$ cat src/rtl/cache_line_fill.sv
// Critical-word-first line refill: steers a 4-beat memory stream into line slots,
// forwards the first beat early, and hands the finished line over with valid/ready.
module cache_line_fill #(
  parameter int WIDTH = 32
) (
  input  logic               clk,
  input  logic               rst_n,
  input  logic               req_valid,
  output logic               req_ready,
  input  logic [1:0]         req_offset,
  input  logic               mem_valid,
  output logic               mem_ready,
  input  logic [WIDTH-1:0]   mem_data,
  output logic               crit_valid,
  output logic [WIDTH-1:0]   crit_data,
  output logic               line_valid,
  input  logic               line_ready,
  output logic [4*WIDTH-1:0] line_data,
  output logic               busy
);

  typedef enum logic [1:0] {IDLE, FILL, DONE} state_e;

  state_e                  state_q, state_d;
  logic [1:0]              cnt_q, cnt_d;
  logic [1:0]              base_q, base_d;
  logic                    crit_valid_q, crit_valid_d;
  logic [WIDTH-1:0]        crit_data_q, crit_data_d;
  logic [3:0][WIDTH-1:0]   line_q, line_d;
  logic [1:0]              slot;

  // Slot index wraps naturally in 2 bits, giving critical-word-first order.
  assign slot = base_q + cnt_q;

  always_ff @(posedge clk) begin
    if (!rst_n) begin
      state_q      <= IDLE;
      cnt_q        <= '0;
      base_q       <= '0;
      crit_valid_q <= 1'b0;
      crit_data_q  <= '0;
      line_q       <= '0;
    end else begin
      state_q      <= state_d;
      cnt_q        <= cnt_d;
      base_q       <= base_d;
      crit_valid_q <= crit_valid_d;
      crit_data_q  <= crit_data_d;
      line_q       <= line_d;
    end
  end

  always_comb begin
    state_d      = state_q;
    cnt_d        = cnt_q;
    base_d       = base_q;
    crit_valid_d = 1'b0;
    crit_data_d  = crit_data_q;
    line_d       = line_q;
    case (state_q)
      IDLE: begin
        if (req_valid) begin
          base_d  = req_offset;
          cnt_d   = '0;
          state_d = FILL;
        end
      end
      FILL: begin
        if (mem_valid) begin
          line_d[slot] = mem_data;
          cnt_d        = cnt_q + 2'd1;
          if (cnt_q == 2'd0) begin
            crit_valid_d = 1'b1;
            crit_data_d  = mem_data;
          end
          if (cnt_q == 2'd3) state_d = DONE;
        end
      end
      DONE: begin
        if (line_ready) state_d = IDLE;
      end
      default: state_d = IDLE;
    endcase
  end

  assign req_ready  = (state_q == IDLE);
  assign mem_ready  = (state_q == FILL);
  assign line_valid = (state_q == DONE);
  assign busy       = (state_q != IDLE);
  assign crit_valid = crit_valid_q;
  assign crit_data  = crit_data_q;
  assign line_data  = line_q;

endmodule

$ cat config.mk
export PLATFORM = sky130hd
export DESIGN_NAME = cache_line_fill
export DESIGN_NICKNAME = d
export VERILOG_FILES = /design/src/rtl/cache_line_fill.sv
export SDC_FILE = /design/constraint.sdc
export NUM_CORES = 1
export LEC_CHECK = 0
export CORE_ASPECT_RATIO = 1.4
export CORE_MARGIN = 2
export CORE_UTILIZATION = 30
export CTS_CLUSTER_SIZE = 28
export DETAILED_ROUTE_END_ITERATION = 8
export GPL_ROUTABILITY_DRIVEN = 0
export PLACE_DENSITY = 0.53
export SETUP_SLACK_MARGIN = 0.2
export SLEW_MARGIN = 10
export SYNTH_ARGS = -nofsm -noshare
export SYNTH_HDL_FRONTEND = slang
export SYNTH_SLANG_ARGS = --single-unit
$ cat constraint.sdc
create_clock -name clk -period 2 [get_ports clk]
set_input_delay 0.4 -clock clk [delete_from_list [all_inputs] [get_ports clk]]
set_output_delay 0.4 -clock clk [all_outputs]
set_load 0.01 [all_outputs]
==> results of run 1 <==
power by group:
part / internal [W] / switching, W / total [W] / leakage [nW]
Clock: 0.00214 / 0.00142 / 0.00356 / 0.308
Sequential: 0.00341 / 0.0000434 / 0.00345 / 1.35
Combinational: 0.000350 / 0.000502 / 0.000852 / 1.43
Total: 0.00590 / 0.00197 / 0.00786 / 3.09
cell usage in the layout, fill, tap and decap left out, types with 2 or more instances in the layout:
cell type,count
mux2i_1,2
clkdlybuf4s50_1,197
ha_1,3
o21ai_1,7
nand2_1,66
buf_12,14
bufinv_16,4
clkbuf_16,17
clkinv_2,3
nand3_1,129
inv_1,4
nor2_1,3
clkinvlp_4,2
dfxtp_1,163
nor3b_1,3
dlygate4sd2_1,3
nor2b_1,4
inv_6,5
a21oi_1,162
dfxtp_2,3
nand4b_1,2
o21ai_0,123
buf_4,10
cell type report:
class	instances	area, sq um
clock buffer	18	439
clock inverter	14	194
fill	2060	11700
inverter	5	21.3
multi-input combinational	515	2640
sequential	167	3350
tap	260	325
timing repair buffer	228	2390
cell families after synthesis:
group           share of synthesized area
compound gates                      0.232
simple gates                        0.162
flops                               0.524
buf+inv                            0.0659
fa+ha+maj                         0.00588
xor+xnor                          0.00745
mux                               0.00314
sequential cells by signal (all words and copies together), names as in the netlist:
name        count
line_data     128
crit_data      32
base_q          2
cnt_q           2
state_q         2
crit_valid      1
metrics by stage:
step	worst slack, ns	cell area [sq um]	cells	hold WS [ns]
3_5_place_dp	0.0530	8720	1174	0.446
6_report	0.251	9360	1207	0.453
4_1_cts	0.197	9360	1207	0.455
2_1_floorplan	0.379	6380	770	0.465
3_3_place_gp	0.0874	8720	1174	0.442
5_1_grt	0.201	9360	1207	0.466
worst min-delay path: cells and delay by family (launching register included):
kind	cells	cell delay [ns]
flip-flops	1	0.31
AND/OR/NAND/NOR	1	0.05
AO/OA/AOI/OAI	1	0.05
layer usage:
| layer | wire (um) | vias to the layer above |
|---|---|---|
| met5 | 0 | - |
| met4 | 448 | 0 |
| met3 | 1120 | 27 |
| met2 | 11600 | 190 |
| met1 | 9230 | 2996 |
| li1 | - | 3031 |
Yosys cell counts, drive strengths merged:
master     n  area share
clkbuf    53       0.032
o2bb2ai    1      0.0014
xor3       1      0.0039
nor2       3      0.0018
a21oi    162        0.13
o21ai    130        0.10
mux2i      2      0.0031
nor3b      3      0.0035
and4bb     1      0.0020
nor2b      4      0.0039
o21bai     1      0.0012
nand3    129        0.10
xnor3      1      0.0035
and2       1     0.00098
buf       30       0.031
inv        5      0.0029
and4b      2      0.0031
nand4bb    1      0.0018
ha         3      0.0059
dfxtp    167        0.52
and3b      1      0.0014
or2        1     0.00098
nand2     66       0.039
nand4b     2      0.0027
worst max-delay path by stage:
stage / slack, ns / depth (start not counted) / from / to
5_1_grt: 0.20 / 1 / line_data[80]$_SDFFE_PN0P_ / line_data[80]
3_3_place_gp: 0.09 / 6 / mem_valid / crit_data[8]$_SDFFE_PN0P_
3_5_place_dp: 0.05 / 6 / mem_valid / line_data[80]$_SDFFE_PN0P_
6_report: 0.25 / 1 / line_data[127]$_SDFFE_PN0P_ / line_data[127]
4_1_cts: 0.20 / 3 / state_q[1]$_SDFFE_PN0P_ / req_ready
2_1_floorplan: 0.38 / 6 / cnt_q[0]$_SDFFE_PN0P_ / line_data[15]$_SDFFE_PN0P_
repair_timing:
action,4_1_cts,5_1_grt
setup buffers,1,0
gates resized for setup,9,9
hold endpoints to repair,0,0
endpoints found under the setup margin,6,29
pin swaps,0,0
==> reports/qor.csv, run 1 <==
metric;value;unit
status;finished, final reports clean;
cts_sinks;167;
io_pins;204;
rsz0062_at_grt;no;
crit_family;buffers and inverters;
period_minus_slack;1.75;ns
synthCells;770;
tns;0;ns
die_w;127;um
tightest_slew;0.380;ns
antenna_found_initial;0;
tritoncts;yes;
via_per_inst;5.17;
io_buffer_count;203;
grt_pass1_wl;34.6;mm
grt_use_total;0.195;
grt-ovfl-total;0;
cap_violations;0;
clockRootBuffer;clkbuf_16;
ys_warn_count;0;
htree_levels;4;
syn_to_final_growth;46.7;%
fin_util;0.445;
critPathBufInv;1;
worst-endpoint-arrival;1.35;ns
fp.dieH;177;um
cts_buffers;17;
hpwl;14.3;mm
firstDrtPassIters;5;
drtIter0Drc;418;
finalPower;0.00786;W
worst_clock_skew;0.0125;ns
r2r-start;cnt_q[0]$_SDFFE_PN0P_;
grt_busiest_layer;met2;
ys_types;29;
clkTransAtPathRegs;0.06;ns
hp-start;crit_data[31]$_SDFFE_PN0P_;
dieArea;0.0225;sq mm
num_antenna_cells;0;
via_count;6244;
avgSynthCellArea;8.29;sq um
syn_nets;812;
start_util;0.303;
clk_latency;0.42;ns
routedWlPerCell;18.5;um
start_kind;flip-flop;
min_path_cells;2;
hold_viol_final;0;
use_met1;0.233;
grt_use_met3;0.0506;
wirelength;22.4;mm
finalMaxSlewViolations;0;
ys_ff_latch;167;
hold_class;reg -> reg;
crit_chain;clkdlybuf4s50_1;
worst-path-max-fanout;2;
synth_area;0.00638;sq mm
hold_buffers;0;
grt_util_met2;0.342;
peakVddDrop;520;uV
power_density;840;mW/mm^2
core.rowCount;63;
power_leakage;3.09;nW
setup_violations;0;
slowest_stage;clkdlybuf4s50_1;
fin_nets;976;
max_slew_margin;0.746;
ant_nets;0;
reg2reg_slack;0.31;ns
worstPathRequired;1.60;ns
drive_above_1_share;0.0729;
grt_pass1_vias;5902;
grt_max_degree;68;
critPathMaxStageDelay;0.56;ns
end_kind;output pin;
rr_worst_depth;5;
yosysSeqAreaShare;0.524;
clockBufferDepth;2;
critPathKind;reg -> out;
coreArea;0.0210;sq mm
max_freq;572;MHz
drc;0;
finalCritPeriodShare;0.875;
whs_endpoint;crit_data[31]$_SDFFE_PN0P_;
r2r_end;line_data[11]$_SDFFE_PN0P_;
Note: power is estimated with default switching activity, not from simulation.
==> run 2: changes to the inputs <==
Clock period 2 ns to 1.74 ns, I/O delays scaled along.
==> reports/qor.csv, run 2 (synthesis gave the netlist of run 1 again) <==
metric;value;unit;change
clockRootBuffer;clkbuf_16;;
finalMaxSlewViolations;0;;unchanged
max_freq;580;MHz;
sw_frac_of_total;0.265;;+0.0148
grt_max_degree;65;;-4.4%
coreArea;0.0210;sq mm;unchanged
fin_nets;1067;;+9.3%
holdWs;0.450;ns;-0.00280 ns
grt_pass1_vias;6490;;+10%
worst-path-max-fanout;8;;+6
peakVddDrop;638;uV;+23%
hp-start;crit_data[24]$_SDFFE_PN0P_;;
largest_register_ffs;128;;unchanged
tightest_slew;0.452;ns;+0.0721 ns
critPathKind;reg -> reg;;
drtIter0Drc;557;;+33%
end_kind;flip-flop;;
cts_sinks;167;;unchanged
io_pins;204;;unchanged
pwr-share-comb;0.181;;+0.073
drive_above_1_share;0.297;;+0.224
num_antenna_cells;0;;unchanged
antenna_found_initial;0;;unchanged
via_count;6994;;+12%
start_kind;flip-flop;;
finalCritPeriodShare;0.991;;
grt_pass1_wl;38.4;mm;+11%
grt_busiest_layer;met2;;
hpwl;14.9;mm;+4.4%
period_minus_slack;1.72;ns;
grt_use_met3;0.0570;;+0.00636
firstDrtPassIters;8;;+3
pwr-share-clk;0.405;;-0.048
p_int;0.00704;W;+19%
grt_use_total;0.221;;+0.0255
seqPwrFrac;0.415;;-0.024
cts_buffers;17;;unchanged
clockBufferDepth;2;;unchanged
clkTransAtPathRegs;0.07;ns;about the same
start_util;0.303;;unchanged
syn_to_final_growth;80.6;%;
wirelength;28.6;mm;+28%
status;finished, final reports clean;;
min_path_cells;2;;unchanged
io_buffer_count;203;;unchanged
r2r-start;cnt_q[0]$_SDFFE_PN0P_;;
finalPower;0.00958;W;+22%
max_slew_margin;0.698;;-0.0485
worstPathRequired;2.06;ns;+0.46 ns
worst-endpoint-arrival;2.04;ns;+0.69 ns
die_w;127;um;unchanged
reg2reg_slack;0.02;ns;-0.29 ns
fp.dieH;177;um;unchanged
layout_common_cells;161 x dfxtp_1, 161 x dlygate4sd2_1, 136 x a21oi_1, 87 x nand3_1;;
whs_endpoint;crit_data[24]$_SDFFE_PN0P_;;
power_density;831;mW/mm^2;-1.0%
dieArea;0.0225;sq mm;unchanged
clk_latency;0.42;ns;about the same
hold_viol_final;0;;unchanged
use_met1;0.247;;+0.0132
htree_levels;4;;unchanged
ant_nets;0;;unchanged
r2r_end;line_data[42]$_SDFFE_PN0P_;;
worst_clock_skew;0.00917;ns;-0.00335 ns
setup_violations;0;;unchanged
hold_buffers;0;;unchanged
p_sw;0.00254;W;+29%
tritoncts;yes;;
rsz0062_at_grt;yes;;
via_per_inst;5.40;;+4.3%
hold_class;reg -> reg;;
grt-ovfl-total;0;;unchanged
rr_worst_depth;8;;+3
routedWlPerCell;22.1;um;+19%
cap_violations;0;;unchanged
grt_util_met2;0.404;;+0.0619
power_leakage;4.66;nW;+51%
core.rowCount;63;;unchanged
drc;0;;unchanged
## run 2: cell types whose count changed in the layout (fill, tap and decap cells not counted), moves of 23 or more
cell / delta
clkdlybuf4s50_1: -159
a21oi_1: -26
o21ai_2: +57
buf_6: +31
o21ai_0: -87
dlygate4sd2_1: +158
nand3_1: -42
o21ai_1: +23
nand3_2: +33
a21oi_2: +26
## run 2: area by class of cell
type | instances | area (sq um)
Sequential cell | 167 | 3360
Timing Repair Buffer | 316 | 3780
Multi-Input combinational cell | 518 | 3450
Tap cell | 260 | 325
Clock buffer | 19 | 443
Clock inverter | 11 | 149
Inverter | 5 | 21.3
Fill cell | 1898 | 9520
## run 2: worst max-delay path by stage
stage                            start                         end  cells after the start
2_1_floorplan    cnt_q[0]$_SDFFE_PN0P_  line_data[15]$_SDFFE_PN0P_                      6
3_3_place_gp                 mem_valid  line_data[71]$_SDFFE_PN0P_                      6
3_5_place_dp                 mem_valid  line_data[15]$_SDFFE_PN0P_                      6
4_1_cts        state_q[0]$_SDFFE_PN0P_                  line_valid                      3
5_1_grt          cnt_q[0]$_SDFFE_PN0P_  line_data[47]$_SDFFE_PN0P_                      8
6_report         cnt_q[0]$_SDFFE_PN0P_  line_data[42]$_SDFFE_PN0P_                      8
## run 2: layer usage
| layer | vias up | routed length, um |
|---|---|---|
| met5 | - | 0 |
| li1 | 3259 | - |
| met3 | 46 | 1510 |
| met2 | 244 | 15500 |
| met4 | 0 | 856 |
| met1 | 3445 | 10700 |
## run 2: through the flow
| step | worst slack, ns | instance area [sq um] | setup TNS (ns) | instances | util |
|---|---|---|---|---|---|
| 3_3_place_gp | -0.0396 | 8860 | -0.929 | 1184 | 0.421 |
| 2_1_floorplan | 0.119 | 6380 | 0 | 770 | - |
| 3_5_place_dp | -0.0719 | 8860 | -2.98 | 1184 | 0.421 |
| 5_1_grt | -0.0273 | 11500 | -0.153 | 1296 | 0.548 |
| 4_1_cts | 0.0393 | 10200 | 0 | 1252 | 0.484 |
| 6_report | 0.0163 | 11500 | 0 | 1296 | 0.548 |
## run 2: worst max-delay path, cell delays in order (launching register included)
cell	delay [ns]
dfxtp_2	0.35
ha_4	0.16
buf_6	0.10
xor3_4	0.35
buf_12	0.18
buf_6	0.12
buf_16	0.14
o21ai_2	0.14
a21oi_2	0.06
## run 2: power by group through the flow
stage,sequential [W],combinational [W],clock [W]
floorplan,0.00409,0.000421,0
detailed placement,0.00405,0.00103,0
global placement,0.00405,0.00103,0
finish,0.00397,0.00173,0.00388
CTS,0.00397,0.00134,0.00396
global route,0.00398,0.00180,0.00413
## run 2: timing repair
item	CTS	global route
pin swaps	24	43
gates resized for setup	270	232
setup endpoints to repair	292	163
endpoints found under the hold margin	0	0
setup buffers	18	26
gates cloned	20	18
==> run 3: changes to the inputs <==
Settings changed: RECOVER_POWER set to 25.
==> reports/qor.csv, run 3 (synthesis gave the netlist of run 1 again) <==
metric;value;unit;change
status;finished, final reports clean;;
wirelength;28.6;mm;unchanged
largest_register_ffs;128;;unchanged
setup_violations;0;;unchanged
tritoncts;yes;;
timing.final.ws_setup;0.0163;ns;unchanged
cts_buffers;17;;unchanged
finalMaxSlewViolations;0;;unchanged
antenna_found_initial;0;;unchanged
htree_levels;4;;unchanged
rsz0062_at_grt;yes;;
max_freq;580;MHz;unchanged
syn_to_final_growth;80.6;%;about the same
worst_clock_skew;0.00917;ns;unchanged
max_slew_margin;0.698;;unchanged
io_pins;204;;unchanged
power_density;831;mW/mm^2;about the same
die_w;127;um;unchanged
cap_violations;0;;unchanged
critPathKind;reg -> reg;;
ant_nets;0;;unchanged
io_buffer_count;203;;unchanged
tightest_slew;0.452;ns;unchanged
start_kind;flip-flop;;
routedWlPerCell;22.1;um;unchanged
hold_class;reg -> reg;;
firstDrtPassIters;8;;unchanged
grt_use_total;0.221;;unchanged
clkTransAtPathRegs;0.07;ns;about the same
grt_pass1_wl;38.4;mm;unchanged
holdWs;0.450;ns;unchanged
worst-endpoint-arrival;2.04;ns;about the same
power_leakage;4.65;nW;about the same
worst-path-max-fanout;8;;unchanged
via_per_inst;5.40;;unchanged
end_kind;flip-flop;;
post-place-ws;-0.0719;ns;unchanged
peakVddDrop;638;uV;unchanged
worstPathRequired;2.06;ns;about the same
core.rowCount;63;;unchanged
cts_sinks;167;;unchanged
num_antenna_cells;0;;unchanged
finalCritPeriodShare;0.991;;unchanged
hold_buffers;0;;unchanged
dieArea;0.0225;sq mm;unchanged
layout_commonest_cell;dfxtp_1;;
final_area;0.0115;sq mm;about the same
clockRootBuffer;clkbuf_16;;
period_minus_slack;1.72;ns;unchanged
drtIter0Drc;557;;unchanged
coreArea;0.0210;sq mm;unchanged
hold_viol_final;0;;unchanged
grt_max_degree;65;;unchanged
fin_util;0.547;;about the same
grt_pass1_vias;6490;;unchanged
hpwl;14.9;mm;unchanged
via_count;6994;;unchanged
grt-ovfl-total;0;;unchanged
fp.dieH;177;um;unchanged
drc;0;;unchanged
fillers;1899;;+0.053%
place_area;0.00886;sq mm;unchanged
fin_nets;1067;;unchanged
drive_above_1_share;0.296;;-0.000965
clockBufferDepth;2;;unchanged
start_util;0.303;;unchanged
layout_common_cells;162 x dfxtp_1, 161 x dlygate4sd2_1, 136 x a21oi_1, 87 x nand3_1;;
clk_latency;0.42;ns;about the same
run 3: cell type report:
| type | count | area [sq um] | area share |
|---|---|---|---|
| inverter | 5 | 21.3 | 0.00185 |
| tap | 260 | 325 | 0.0282 |
| timing repair buffer | 316 | 3780 | 0.328 |
| multi-input combinational | 518 | 3450 | 0.300 |
| clock inverter | 11 | 149 | 0.0129 |
| clock buffer | 19 | 443 | 0.0384 |
| sequential | 167 | 3350 | 0.291 |
run 3: report_power, final:
part           internal (W)  switching, W  total [W]
sequential          0.00392     0.0000580    0.00397
clock               0.00229       0.00159    0.00388
combinational      0.000839      0.000891    0.00173
run 3: through the flow:
step           cells  setup TNS (ns)  total power, W
6_report        1296               0         0.00958
3_3_place_gp    1184          -0.929         0.00508
4_1_cts         1252               0         0.00926
5_1_grt         1296          -0.153         0.00991
2_1_floorplan    770               0         0.00451
3_5_place_dp    1184           -2.98         0.00508
run 3: what timing repair did:
item / 4_1_cts / 5_1_grt
gates cloned: 20 / 18
setup endpoints to repair: 292 / 163
pin swaps: 24 / 43
setup buffers: 18 / 26
resized for setup: 270 / 232
run 3: final timing paths:
check | from | to | slack, ns | depth (start not counted)
max | cnt_q[0]$_SDFFE_PN0P_ | line_data[42]$_SDFFE_PN0P_ | 0.02 | 8
min | crit_data[24]$_SDFFE_PN0P_ | crit_data[24]$_SDFFE_PN0P_ | 0.45 | 2
max reg2reg | cnt_q[0]$_SDFFE_PN0P_ | line_data[42]$_SDFFE_PN0P_ | 0.02 | 8
min reg2reg | crit_data[24]$_SDFFE_PN0P_ | crit_data[24]$_SDFFE_PN0P_ | 0.45 | 2
run 3: critical path, stage by stage (launching register included):
cell and delay [ns]:
dfxtp_2 0.35, ha_4 0.16, buf_6 0.10, xor3_4 0.35, buf_12 0.18, buf_6 0.12
buf_16 0.14, o21ai_2 0.14, a21oi_2 0.06
run 3: metal layers:
layer  vias up  track usage  routed length (um)
met5         -            0                   0
met1      3445        0.247               10700
met4         0       0.0760                 856
met3        46       0.0570                1510
met2       244        0.404               15500
li1       3259            -                   -
